==> src/rtl/store_buffer.sv <==
// store_buffer: posted-write buffer between the MEM stage and data memory.
// Stores are queued in an in-order circular FIFO and drained to DM one per
// cycle when DM_Ready is high and no load needs the shared DM address port.
// A load whose word address matches any pending store stalls MEM until
// that store (and everything older) has drained.
//
// Ports:
//   Clock, Reset            rising-edge clock, async active-low reset
//   MemWrite, MemRead       MEM stage store / load requests (mutually exclusive)
//   StoreType, Addr, WD, WPC store attributes from MEM
//   DM_Ready                DM accepts a write this cycle
//   Stall                   hold MEM stage (combinational)
//   DM_*                    DM request: load address/strobe or head-entry write
//   Empty, Full             registered occupancy decodes
module store_buffer #(
  parameter int unsigned DEPTH = 4
) (
  input  logic        Clock,
  input  logic        Reset,
  input  logic        MemWrite,
  input  logic        MemRead,
  input  logic [1:0]  StoreType,
  input  logic [31:0] Addr,
  input  logic [31:0] WD,
  input  logic [31:0] WPC,
  input  logic        DM_Ready,
  output logic        Stall,
  output logic        DM_MemWrite,
  output logic        DM_MemRead,
  output logic [1:0]  DM_StoreType,
  output logic [31:0] DM_Addr,
  output logic [31:0] DM_WD,
  output logic [31:0] DM_WPC,
  output logic        Empty,
  output logic        Full
);

  localparam int unsigned AW = $clog2(DEPTH);
  localparam int unsigned CW = AW + 1;

  logic [1:0]    st_q   [DEPTH];
  logic [31:0]   addr_q [DEPTH];
  logic [31:0]   wd_q   [DEPTH];
  logic [31:0]   wpc_q  [DEPTH];

  logic [AW-1:0] head_q, head_d;
  logic [AW-1:0] tail_q, tail_d;
  logic [CW-1:0] count_q, count_d;

  logic [AW-1:0] off [DEPTH];
  logic          hit;
  logic          push;
  logic          pop;
  logic          load_go;

  assign Empty = (count_q == '0);
  assign Full  = (count_q == CW'(DEPTH));

  // An entry is valid when its distance from head is below count; the
  // pointer subtraction wraps naturally at AW bits.
  always_comb begin
    hit = 1'b0;
    for (int unsigned i = 0; i < DEPTH; i++) begin
      off[i] = AW'(i) - head_q;
      if (({1'b0, off[i]} < count_q) && (addr_q[i][31:2] == Addr[31:2]))
        hit = MemRead;
    end
  end

  assign load_go = MemRead && !hit;
  assign push    = MemWrite && !Full;
  // Loads own the address port; a stalled load does not, so draining
  // continues and the hit eventually clears.
  assign pop     = !Empty && DM_Ready && !load_go;
  assign Stall   = (MemWrite && Full) || hit;

  assign DM_MemRead   = load_go;
  assign DM_MemWrite  = pop;
  assign DM_Addr      = load_go ? Addr : addr_q[head_q];
  assign DM_StoreType = st_q[head_q];
  assign DM_WD        = wd_q[head_q];
  assign DM_WPC       = wpc_q[head_q];

  always_comb begin
    head_d  = pop  ? head_q + AW'(1) : head_q;
    tail_d  = push ? tail_q + AW'(1) : tail_q;
    count_d = count_q + CW'(push) - CW'(pop);
  end

  always_ff @(posedge Clock or negedge Reset) begin
    if (!Reset) begin
      head_q  <= '0;
      tail_q  <= '0;
      count_q <= '0;
      for (int unsigned i = 0; i < DEPTH; i++) begin
        st_q[i]   <= '0;
        addr_q[i] <= '0;
        wd_q[i]   <= '0;
        wpc_q[i]  <= '0;
      end
    end else begin
      head_q  <= head_d;
      tail_q  <= tail_d;
      count_q <= count_d;
      if (push) begin
        st_q[tail_q]   <= StoreType;
        addr_q[tail_q] <= Addr;
        wd_q[tail_q]   <= WD;
        wpc_q[tail_q]  <= WPC;
      end
    end
  end

endmodule

==> config.mk <==
export PLATFORM = sky130hd
export DESIGN_NAME = store_buffer
export DESIGN_NICKNAME = d
export VERILOG_FILES = /design/src/rtl/store_buffer.sv
export SDC_FILE = /design/constraint.sdc
export NUM_CORES = 1
export LEC_CHECK = 0
export ABC_AREA = 1
export CORE_MARGIN = 10
export CORE_UTILIZATION = 60
export DETAILED_ROUTE_END_ITERATION = 16
export DONT_BUFFER_PORTS = 1
export HOLD_SLACK_MARGIN = 0.03
export PLACE_DENSITY_LB_ADDON = 0.12
export SKIP_LAST_GASP = 1
export SYNTH_ARGS = -nofsm -noshare
export SYNTH_HDL_FRONTEND = slang
export SYNTH_SLANG_ARGS = --single-unit
==> constraint.sdc <==
create_clock -name Clock -period 6.3 [get_ports Clock]
set_input_delay 1.89 -clock Clock [delete_from_list [all_inputs] [get_ports Clock]]
set_output_delay 1.89 -clock Clock [all_outputs]
set_load 0.05 [all_outputs]
==> results_dict.tcl, run 1 <==
set metrics [dict create \
    setup_viol 0 \
    synth_commonest_cells "nand2_1, dfrtp_1, inv_1, o21ai_0, mux2_2" \
    cts-root-buf "clkbuf_16" \
    htreeDepth 2 \
    power.density_nw_per_um2 630 \
    syn_avg_cell_area_um2 9.21 \
    cap_viol_max_count 0 \
    overflow 0 \
    synth.top_cell.area_share_pct 51.5 \
    pin_count 206 \
    drt_pass1_iterations 7 \
    cts.repair.resized 0 \
    fmax_mhz 175 \
    rsz0062_at_grt "false" \
    pre_cts_slack_ns 0.637 \
    status "complete, no violations" \
    syn_nets 2218 \
    switchingPower_mw 6.06 \
    viasPerCell 5.77 \
    top_layer_used "met4" \
    slew_headroom_pct 15.6 \
    fin_ws_ns 0.594 \
    start_util_pct 61.1 \
    nets 2202 \
    grt_max_degree 400 \
    numClockSinks 399 \
    power_leakage_nw 9.69 \
    peakVddDrop_v 0.000513 \
    dieArea_um2 39900 \
    wirelength_um 49100 \
    wl_met2_um 23500 \
    clk_latency_ns 0.56 \
    ys_warn_count 0 \
    synth-edff-count 0 \
    path_clk_slew_ns 0.06 \
    clock_power_share_pct 18.7 \
    met3_length_um 4500 \
    arrival_ns 3.82 \
    drc 0 \
    comb_power_share_pct 47.8 \
    postRouteAntennaNets 0 \
    grt_pass1_vias 14466 \
    period_minus_slack_ns 5.71 \
    postSynthCellCount 2104 \
    startpoint_type "input port" \
    tightest_slew_ns 1.29 \
    grt_pass1_wl_um 77800 \
    postCtsSetupBuffers 0 \
    place_inst 2444 \
    synth_ff_type "dfrtp_1" \
    antennaDiodeCount 0 \
    intPower_mw 7.39 \
    hold_viol_final 0 \
    io_buffer_count 0 \
    fin_worst_skew_ns 0.0145 \
    vias 14574 \
    drt_iter0_drc 1119 \
    regArea_um2 9980 \
    gp_congestion 0.847 \
    ys_seq_area_share_pct 51.5 \
    multi_input_area_um2 7680 \
    die-width_um 200 \
    antenna_found_initial 0 \
    seqPwrFrac_pct 33.5 \
    path_max_fanout 65 \
    placed_area_um2 19900 \
    switching_share_pct 45.1 \
    syn_area_um2 19400 \
    rows 65 \
    syn_to_final_growth_pct 10.1 \
    stdcell_count 2524 \
    cp-end-kind "output pin" \
    cts_made_buffers 44 \
    hpwl_um 29700 \
    yosys.area.top_type "dfrtp_1" \
    die_h_um 200 \
    hold_buffers 0 \
    slew_violations 0 \
    criticalPathCategory "in -> out" \
    cts_tree "yes" \
    fillers 2528 \
    wl_per_cell_um 19.4 \
    wl_met1_um 20000 \
    design_area_um2 21300 \
    synth_area_leaders "dfrtp_1, nand2_1, mux2_2, o21ai_0, inv_1" \
    synth_seq_cells 399 \
    hp-class "reg -> reg" \
    yosysUniqueCellTypes 31 \
    layout-drive-gt1-share_pct 15.0 \
    core_um2 31700 \
    period_share_pct 90.6 \
    grt_usage_pct 24.5 \
    worst_hold_slack_ns 0.489 \
    max-clock-path-buffers 3 \
    async_reset_ff_share_pct 100 \
    setup_tns_ns 0 \
    synth_most_common_cell "nand2_1" \
    worstPathRequired_ns 4.41 \
]
[per-stage QoR]
stage | total power, mW | utilization, %
after floorplan | 9.36 | -
after global placement | 10.8 | 62.8
after detailed placement | 11.0 | 62.8
after CTS | 13.5 | 67.3
after global routing | 14.3 | 67.3
final | 13.5 | 67.3
[per-layer routing]
layer,GRT usage (%),vias to the layer above
met3,8.05,84
met1,30.4,7112
met5,0,-
li1,-,6924
met2,40.1,454
met4,7.57,0
[layout make-up]
cell class                      instances  area share [%]
Sequential cell                       399            46.8
Clock buffer                           61            5.79
Clock inverter                         19           0.874
Timing Repair Buffer                   84            3.31
Tap cell                              402            2.36
Inverter                              278            4.89
Multi-Input combinational cell       1281            36.0
[registers in the layout, summed over array words and instances, names as in the netlist]
name and flops:
wpc_q 128, count_q 3, addr_q 128, st_q 8, head_q 2, tail_q 2
wd_q 128
[logic make-up after synthesis]
logic type	after synthesis	synth area share, %
compound gates	485	16.1
xor+xnor	60	2.71
fa+ha+maj	11	0.749
buf+inv	424	9.11
flops	399	51.5
mux	138	8.02
simple gates	587	11.8
[placed cells by master (no fill, tap or decap), types with 2 or more instances in the layout]
master | netlist | routed
a22oi_1 | 98 | 98
nor2_1 | 60 | 58
ha_1 | 10 | 10
nand2_1 | 487 | 485
nand4_1 | 19 | 19
inv_1 | 260 | 260
mux2_1 | 2 | 2
nor2_4 | 1 | 6
clkbuf_1 | 66 | 10
xor2_1 | 25 | 25
clkinv_8 | 0 | 2
clkbuf_8 | 0 | 7
buf_12 | 0 | 6
xnor2_1 | 35 | 35
o21a_1 | 25 | 25
nand2_4 | 0 | 2
inv_2 | 18 | 18
or2_0 | 2 | 2
clkbuf_16 | 0 | 44
mux2_2 | 136 | 136
a21oi_1 | 3 | 3
o21ai_0 | 233 | 221
nand3_1 | 12 | 12
clkinv_2 | 0 | 13
bufinv_16 | 0 | 2
o21ai_1 | 27 | 39
buf_4 | 21 | 78
dfrtp_1 | 399 | 399
o221ai_1 | 97 | 97
[power by group through the flow]
stage	clock (mW)	combinational [mW]	sequential, mW
after CTS	2.56	6.46	4.51
after global placement	0	6.32	4.48
final	2.51	6.43	4.51
after detailed placement	0	6.44	4.53
after global routing	2.67	7.00	4.65
after floorplan	0	5.01	4.35
[path summary, 6_finish.rpt]
check	slack, ns	startpoint	end	depth (start not counted)
setup / recovery	0.59	Addr[6]	DM_Addr[23]	15
hold / removal	0.49	wpc_q[79]$_DFFE_PN0P_	wpc_q[79]$_DFFE_PN0P_	1
setup reg to reg	2.41	head_q[0]$_DFFE_PN0P_	count_q[2]$_DFF_PN0_	20
hold reg to reg	0.49	wpc_q[79]$_DFFE_PN0P_	wpc_q[79]$_DFFE_PN0P_	1
max in group asynchronous	4.69	Reset	wd_q[14]$_DFFE_PN0P_	0
min in group asynchronous	1.03	Reset	addr_q[14]$_DFFE_PN0P_	0
[critical path, stage by stage]
cell and delay [ns]:
inv_2 0.03, nand2_1 0.05, nand2_1 0.05, nor2_1 0.13, nand2_1 0.09, nor2_1 0.19
nand3_1 0.15, nor2_1 0.17, nor2_1 0.08, nand3_2 0.10, buf_12 0.28, inv_1 0.18
nand2_1 0.10, nand2_1 0.13, buf_12 0.19
Note: power is estimated with default switching activity, not from simulation.
==> inputs of run 2 (changes only) <==
--- a/config.mk
+++ b/config.mk
@@ -6,12 +6,15 @@
 export NUM_CORES = 1
 export LEC_CHECK = 0
 export ABC_AREA = 1
+export CELL_PAD_IN_SITES_DETAIL_PLACEMENT = 1
+export CELL_PAD_IN_SITES_GLOBAL_PLACEMENT = 2
 export CORE_MARGIN = 10
-export CORE_UTILIZATION = 60
+export CORE_UTILIZATION = 43
 export DETAILED_ROUTE_END_ITERATION = 16
 export DONT_BUFFER_PORTS = 1
 export HOLD_SLACK_MARGIN = 0.03
 export PLACE_DENSITY_LB_ADDON = 0.12
+export RECOVER_POWER = 25
 export SKIP_LAST_GASP = 1
 export SYNTH_ARGS = -nofsm -noshare
 export SYNTH_HDL_FRONTEND = slang
==> run 2 against run 1 <==
  * Cell count rose by 9.1%
  * Die area rose by 35%
  * Critical path depth fell by 4
  * Clock power rose by 8.4%
  * Via count rose by 2.5%
  * Register-to-register slack got worse by 0.05 ns
  * Critical path type unchanged
  * Largest cell class unchanged
==> results_dict.tcl, run 2 (same netlist as run 1, synthesis figures left out) <==
set metrics [dict create \
    tightest_slew_ns 1.41 \
    slew_headroom_pct 6.09 \
    die-width_um 232 \
    cp-end-kind "output pin" \
    peakVddDrop_v 0.000399 \
    hold_buffers 0 \
    vias 14939 \
    postRouteAntennaNets 0 \
    final_common_cell "nand2_1" \
    layout-drive-gt1-share_pct 16.7 \
    hold_start "wpc_q[79]$_DFFE_PN0P_" \
    postCtsSetupBuffers 0 \
    viasPerCell 5.42 \
    antenna_found_initial 0 \
    arrival_ns 3.95 \
    fmax_mhz 171 \
    cap_viol_max_count 0 \
    core_um2 44400 \
    drc 0 \
    startpoint_type "input port" \
    power.density_nw_per_um2 644 \
    max-clock-path-buffers 3 \
    path_clk_slew_ns 0.06 \
    hold_viol_final 0 \
    criticalPathCategory "in -> out" \
    reg2reg_to "count_q[1]$_DFF_PN0_" \
    period_minus_slack_ns 5.84 \
    slew_violations 0 \
    hpwl_um 36400 \
    htreeDepth 2 \
    holdPathStages 1 \
    drt_iter0_drc 804 \
    wirelength_um 58100 \
    overflow 0 \
    dieArea_um2 54000 \
    power_leakage_nw 9.93 \
    period_share_pct 92.7 \
    worstPathRequired_ns 4.41 \
    fin_util_pct 49.5 \
    ff2ff_setup_slack_ns 2.36 \
    antennaDiodeCount 0 \
    cts-root-buf "clkbuf_16" \
    grt_max_degree 400 \
    path_max_fanout 23 \
    rr_startpoint "head_q[0]$_DFFE_PN0P_" \
    clk_latency_ns 0.58 \
    grt_usage_pct 21.3 \
    syn_to_final_growth_pct 13.4 \
    status "complete, no violations" \
    cts_tree "yes" \
    io_buffer_count 0 \
    die_h_um 232 \
    setup_tns_ns 0 \
    top_regs "addr_q (128), wd_q (128), wpc_q (128)" \
    fin_worst_skew_ns 0.0112 \
    numClockSinks 399 \
    cts_made_buffers 46 \
    finalPower_mw 14.1 \
    final_cell_mix "nand2_1, dfrtp_1, inv_1" \
    worst_hold_slack_ns 0.496 \
    gp_congestion 0.774 \
    nets 2241 \
    rsz0062_at_grt "false" \
    pin_count 206 \
    wl_per_cell_um 21.1 \
    r2r_cells 19 \
    grt_pass1_vias 15990 \
    rows 77 \
    hp-class "reg -> reg" \
    hold_end "wpc_q[79]$_DFFE_PN0P_" \
    cts.repair.resized 0 \
    drt_pass1_iterations 7 \
    start_util_pct 43.6 \
    setup_viol 0 \
    grt_pass1_wl_um 91400 \
]
run 2: how the worst max path moves through the flow:
stage | startpoint | end | slack, ns
detailed placement | Addr[6] | DM_MemWrite | 0.45
global placement | Addr[6] | DM_MemWrite | 0.45
floorplan | Addr[23] | DM_Addr[10] | 0.50
finish | Addr[6] | DM_MemWrite | 0.46
global route | Addr[3] | DM_MemWrite | 0.31
CTS | Addr[6] | DM_MemWrite | 0.45
run 2: metrics by stage:
stage / area (um^2) / std cells / setup slack [ns]
2_1_floorplan: 19400 / 2104 / 0.496
5_1_grt: 22000 / 2754 / 0.307
4_1_cts: 22000 / 2754 / 0.454
6_report: 22000 / 2754 / 0.460
3_3_place_gp: 20400 / 2671 / 0.448
3_5_place_dp: 20400 / 2671 / 0.454
run 2: final cells by class:
type / count / area [um^2]
Tap cell: 592 / 741
Sequential cell: 399 / 9980
Timing Repair Buffer: 121 / 983
Fill cell: 5068 / 22400
Multi-Input combinational cell: 1281 / 7690
Inverter: 278 / 1040
Clock buffer: 69 / 1390
Clock inverter: 14 / 146
run 2: critical path: stages:
cell and delay (ns):
xor2_1 0.14, nor2_1 0.22, nand3_1 0.19, nor2_1 0.26
nand3_1 0.12, nand2_1 0.10, inv_1 0.07, nand3_4 0.07
buf_4 0.31, nand2_1 0.15, inv_1 0.41
run 2: report_power, final:
part	switching [mW]	total (mW)	leakage (nW)	internal [mW]
registers	0.667	4.52	4.82	3.85
clock network	1.11	2.72	0.768	1.60
logic	4.58	6.92	4.35	2.34
run 2: routing by layer:
metal	GRT usage [%]	up-vias	share of wire, %	wire [um]
li1	-	6987	-	-
met4	6.15	0	2.1	1250
met1	25.3	7659	42	24200
met3	5.95	72	6.2	3600
met5	0	-	0	0
met2	37.0	221	50	29100
